**src/rtl/fifo_level_flags.sv**
```systemverilog
// FIFO occupancy and status flags derived from wrap-bit pointers, with
// programmable almost-empty/almost-full thresholds, hysteresis and sticky error flags.
module fifo_level_flags #(
    parameter int ADDR_W  = 4,
    parameter int AE_INIT = 2,
    parameter int AF_INIT = 14,
    parameter int HYST    = 1
) (
    input  logic              clk,
    input  logic              rst,
    input  logic [ADDR_W:0]   w_pointer,
    input  logic [ADDR_W:0]   r_pointer,
    input  logic              push,
    input  logic              pop,
    input  logic              cfg_we,
    input  logic              cfg_sel,
    input  logic [ADDR_W:0]   cfg_data,
    input  logic              err_clr,
    output logic [ADDR_W:0]   level,
    output logic              empty,
    output logic              full,
    output logic              ae_flag,
    output logic              af_flag,
    output logic              ovf_err,
    output logic              udf_err,
    output logic              ptr_err,
    output logic              cfg_err
);
    localparam int DEPTH = 2 ** ADDR_W;
    localparam int PW    = ADDR_W + 1;
    localparam int XW    = ADDR_W + 2;

    logic [PW-1:0] ae_thr, af_thr;
    logic [PW-1:0] raw, level_nxt;
    logic          ptr_bad;
    logic [XW-1:0] lvl_x, ae_hi, af_lo;
    logic          ae_nxt, af_nxt;
    logic [PW-1:0] cand_ae, cand_af;
    logic [XW-1:0] cand_ae_hi, cand_af_lo;
    logic          cfg_bad;
    logic          ovf_set, udf_set;

    // Modular subtraction on the wrap-bit pointers gives occupancy directly.
    assign raw       = w_pointer - r_pointer;
    assign ptr_bad   = raw > PW'(DEPTH);
    assign level_nxt = ptr_bad ? PW'(DEPTH) : raw;

    // Hysteresis bounds are one bit wider so ae_thr+HYST cannot wrap.
    assign lvl_x = {1'b0, level_nxt};
    assign ae_hi = {1'b0, ae_thr} + XW'(HYST);
    assign af_lo = ({1'b0, af_thr} >= XW'(HYST)) ? {1'b0, af_thr} - XW'(HYST) : '0;

    always_comb begin
        ae_nxt = ae_flag;
        if (lvl_x <= {1'b0, ae_thr})
            ae_nxt = 1'b1;
        else if (lvl_x > ae_hi)
            ae_nxt = 1'b0;

        af_nxt = af_flag;
        if (lvl_x >= {1'b0, af_thr})
            af_nxt = 1'b1;
        else if (lvl_x < af_lo)
            af_nxt = 1'b0;
    end

    // Validate the threshold pair as it would look after the write.
    always_comb begin
        cand_ae    = cfg_sel ? ae_thr : cfg_data;
        cand_af    = cfg_sel ? cfg_data : af_thr;
        cand_ae_hi = {1'b0, cand_ae} + XW'(HYST);
        cand_af_lo = ({1'b0, cand_af} >= XW'(HYST)) ? {1'b0, cand_af} - XW'(HYST) : '0;
        cfg_bad    = (cfg_data > PW'(DEPTH)) || (cand_ae_hi >= cand_af_lo);
    end

    assign ovf_set = push && full && !pop;
    assign udf_set = pop && empty;

    always_ff @(posedge clk) begin
        if (rst) begin
            level   <= '0;
            empty   <= 1'b1;
            full    <= 1'b0;
            ae_flag <= 1'b1;
            af_flag <= 1'b0;
            ovf_err <= 1'b0;
            udf_err <= 1'b0;
            ptr_err <= 1'b0;
            cfg_err <= 1'b0;
            ae_thr  <= PW'(AE_INIT);
            af_thr  <= PW'(AF_INIT);
        end else begin
            level   <= level_nxt;
            empty   <= (level_nxt == '0);
            full    <= (level_nxt == PW'(DEPTH));
            ae_flag <= ae_nxt;
            af_flag <= af_nxt;
            // A fresh error in the clear cycle keeps the flag set.
            ovf_err <= ovf_set              || (ovf_err && !err_clr);
            udf_err <= udf_set              || (udf_err && !err_clr);
            ptr_err <= ptr_bad              || (ptr_err && !err_clr);
            cfg_err <= (cfg_we && cfg_bad)  || (cfg_err && !err_clr);
            if (cfg_we && !cfg_bad) begin
                if (cfg_sel)
                    af_thr <= cfg_data;
                else
                    ae_thr <= cfg_data;
            end
        end
    end
endmodule
```
**config.mk**
```make
export PLATFORM = sky130hd
export DESIGN_NAME = fifo_level_flags
export DESIGN_NICKNAME = d
export VERILOG_FILES = /design/src/rtl/fifo_level_flags.sv
export SDC_FILE = /design/constraint.sdc
export NUM_CORES = 1
export LEC_CHECK = 0
export CORE_ASPECT_RATIO = 1.25
export CORE_MARGIN = 2
export CORE_UTILIZATION = 55
export CTS_BUF_LIST = sky130_fd_sc_hd__clkbuf_2 sky130_fd_sc_hd__clkbuf_4 sky130_fd_sc_hd__clkbuf_8
export DETAILED_ROUTE_END_ITERATION = 7
export PLACE_DENSITY = 0.82
export SETUP_SLACK_MARGIN = 0.5
export SLEW_MARGIN = 20
export SYNTH_ARGS = -nofsm -noshare
export SYNTH_HDL_FRONTEND = slang
export SYNTH_SLANG_ARGS = --single-unit
```
**constraint.sdc**
```tcl
create_clock -name clk -period 5.3 [get_ports clk]
set_input_delay 0.795 -clock clk [delete_from_list [all_inputs] [get_ports clk]]
set_output_delay 0.795 -clock clk [all_outputs]
set_load 0.01 [all_outputs]
```
==> results.toml <==
[clock_network]
cts_setup_buffers = 0
cts-root-buf = "clkbuf_8"
hold_buffers = 0
clkSinkCount = 23
htreeDepth = 1
worstSkewPairLatency_ns = 0.27
path_clk_slew_ns = 0.09
cts_buffer_depth = 2
tritoncts = "done"
cts_buffers = 3
cts_resized = 0

[timing]
worst_hold_slack_ns = 0.502
finClkSkew_ns = 0.00307
setup_tns_ns = 0
finalWorstSetupSlack_ns = 0.995
period_needed_ns = 4.31
timing.slew.headroom_pct = 72.0
tightest_slew_ns = 0.409
finalCritPeriodShare_pct = 81.2
hold_viol_final = 0
grt_setup_unrepaired = "false"
max_freq_ghz = 0.232
drv_slew = 0
setup_viol = 0

[power_and_ir_drop]
p_int_w = 0.000368
p_seq_share_pct = 36.3
powerDensity_mw_per_mm2 = 230
pwr-share-clk_pct = 20.1
worst_ir_drop_vdd_uv = 153
switching_share_pct = 36.2
p_leak_nw = 1.08
switchingPower_w = 0.000208
combPwrFrac_pct = 43.6

[floorplan]
die_area_mm2 = 0.00430
core_mm2 = 0.00372
rows = 25
die_y_um = 72.8
initial_utilization_pct = 56.0
die_w_um = 59.0
num_io_pins = 35

[drt]
via_per_inst = 5.70
drc = 0
drtIter0Drc = 91
routedWlPerCell_um = 13.9
dr.pass1.iters = 4
num_vias = 1858
ant_nets = 0
wl_um = 4530

[finish]
nets = 338
syn_to_final_growth_pct = 20.0
fin_area_mm2 = 0.00250
n_antenna_cell = 0
drive_gt1_share_pct = 7.69
final_cell_count_no_fill = 326
layout_commonest_cell = "clkdlybuf4s50_1"
final_cell_mix = "34 x clkdlybuf4s50_1, 28 x ha_1, 23 x inv_1, 23 x nand2_1, 23 x dfxtp_1"

[global_routing]
grt_pass1_vias = 1852
grtUsageTotal_pct = 22.4
grt_max_degree = 22
grt_pass1_wl_um = 7670
grt_overflow_total = 0
antenna_found_initial = 0

[placement]
placed_cell_area_mm2 = 0.00245
pre_cts_slack_ns = 0.733
dp.cells = 322
hpwlAfterDp_um = 3530
place_congestion = 0.882
io_buffer_count = 34

[critical_path]
slowest_stage = "clkdlybuf4s50_1"
worst_setup_path_end_kind = "flip-flop"
path_class = "input pin to flip-flop"
critical_path_buf_inv_count = 2
slowest_delay_ns = 0.53
crit_fanout = 15
path_cells = "clkdlybuf4s50_1, mux2i_1, ha_1, o21ai_0, or3b_2, and2_1, ha_1, nand2b_1, a21o_1, a21oi_1, o21ai_0, a211oi_2, buf_4, nand2_1, a221o_1"
critPathTopFamily = "compound AO/OA/AOI/OAI gates"
worstPathArrival_ns = 4.47
r2r-start = "af_thr[0]"
crit_path_start_kind = "input pin"
cp.required_ns = 5.47
cp-startpoint = "cfg_sel"

[logic_synthesis]
synthesis.area_mm2 = 0.00208
synth_cell_types = 53
yosys_warnings = 0
yosys_register_bits = 23
async_flop_share_pct = 0
synthesis.nets = 306
synth_edf_count = 0
ys_seq_area_share_pct = 22.1
avgSynthCellArea_um2 = 8.17
syn-instance-count = 255
synth_top_flop_cell = "dfxtp_1"

[run]
drv_cap = 0

[run_status]
outcome = "finished clean"

[min_path]
min-delay-start = "ptr_err"
holdCritPathClass = "flip-flop to flip-flop"
## layout make-up
| type | count | area, um^2 |
|---|---|---|
| Clock inverter | 1 | 7.51 |
| Sequential cell | 23 | 460 |
| Timing Repair Buffer | 37 | 363 |
| Tap cell | 40 | 50.0 |
| Inverter | 24 | 91.3 |
| Multi-Input combinational cell | 198 | 1490 |
| Clock buffer | 3 | 41.3 |
| Fill cell | 315 | 1220 |
## registers in the layout, summed over array words and instances, names as in the netlist
signal / flops
ptr_err: 1
af_thr: 5
cfg_err: 1
af_flag: 1
empty: 1
udf_err: 1
full: 1
ae_thr: 5
ovf_err: 1
level: 5
ae_flag: 1
## metal layers
layer	wire length, um	up-vias	track usage (%)
met5	0	-	0
met4	79	0	7.32
met3	142	9	3.19
met2	2270	38	41.0
met1	2040	865	26.2
li1	-	946	-
## final timing paths
| kind | endpoint | slack, ns | depth (start not counted) |
|---|---|---|---|
| setup / recovery | af_thr[2] | 0.99 | 15 |
| hold / removal | ptr_err | 0.50 | 2 |
| setup reg to reg | af_thr[2] | 1.70 | 14 |
| hold reg to reg | ptr_err | 0.50 | 2 |
## Yosys cell counts, drive strengths merged (2+ instances only)
| library cell | n | area [um^2] |
|---|---|---|
| a211oi | 4 | 35.0 |
| nand2b | 7 | 43.8 |
| clkbuf | 8 | 30.0 |
| and2 | 5 | 31.3 |
| a21oi | 16 | 83.8 |
| xor2 | 11 | 111 |
| maj3 | 3 | 31.3 |
| a31oi | 5 | 31.3 |
| xnor2 | 8 | 70.1 |
| o2bb2ai | 2 | 17.5 |
| ha | 28 | 350 |
| or4 | 2 | 15.0 |
| a221o | 2 | 20.0 |
| nand3 | 6 | 30.0 |
| a21o | 2 | 15.0 |
| nor2 | 21 | 78.8 |
| mux2 | 3 | 33.8 |
| nor3 | 6 | 30.0 |
| dfxtp | 23 | 460 |
| nor3b | 2 | 15.0 |
| o211ai | 5 | 51.3 |
| nor2b | 3 | 18.8 |
| inv | 23 | 86.3 |
| nand2 | 24 | 97.6 |
| mux2i | 8 | 80.1 |
| and3 | 2 | 17.5 |
| buf | 2 | 15.0 |
| o21ai | 8 | 40.0 |
## power groups by stage
stage	clock, W	combinational (W)	sequential (W)
6_report	0.000116	0.000251	0.000209
2_1_floorplan	0	0.000173	0.000210
3_3_place_gp	0	0.000242	0.000213
5_1_grt	0.000122	0.000285	0.000211
3_5_place_dp	0	0.000249	0.000212
4_1_cts	0.000116	0.000251	0.000209
## stage by stage
step	util, %	power (W)
finish	67.2	0.000576
CTS	67.2	0.000576
global placement	65.8	0.000455
detailed placement	65.8	0.000461
global route	67.2	0.000619
floorplan	-	0.000383
## cells by family after synthesis
group                      after synthesis  share of synthesized area, %
muxes                                   11                          5.47
xor gates and xnor gates                19                          8.71
buffers and inverters                   34                          6.55
DFF                                     23                          22.1
AOI/OAI and AO/OA                       51                          17.1
adders and majority gates               32                          19.3
and+or+nand+nor                         85                          20.8
## worst reg2reg max path, stage by stage (launching register included)
cell      delay (ns)
dfxtp_1         0.40
mux2i_1         0.34
ha_1            0.26
o21ai_0         0.12
or3b_2          0.52
and2_1          0.19
ha_1            0.26
nand2b_1        0.14
a21o_1          0.17
a21oi_1         0.13
o21ai_0         0.14
a211oi_2        0.23
buf_4           0.22
nand2_1         0.09
a221o_1         0.28
Power figures use the tool's default switching activity.
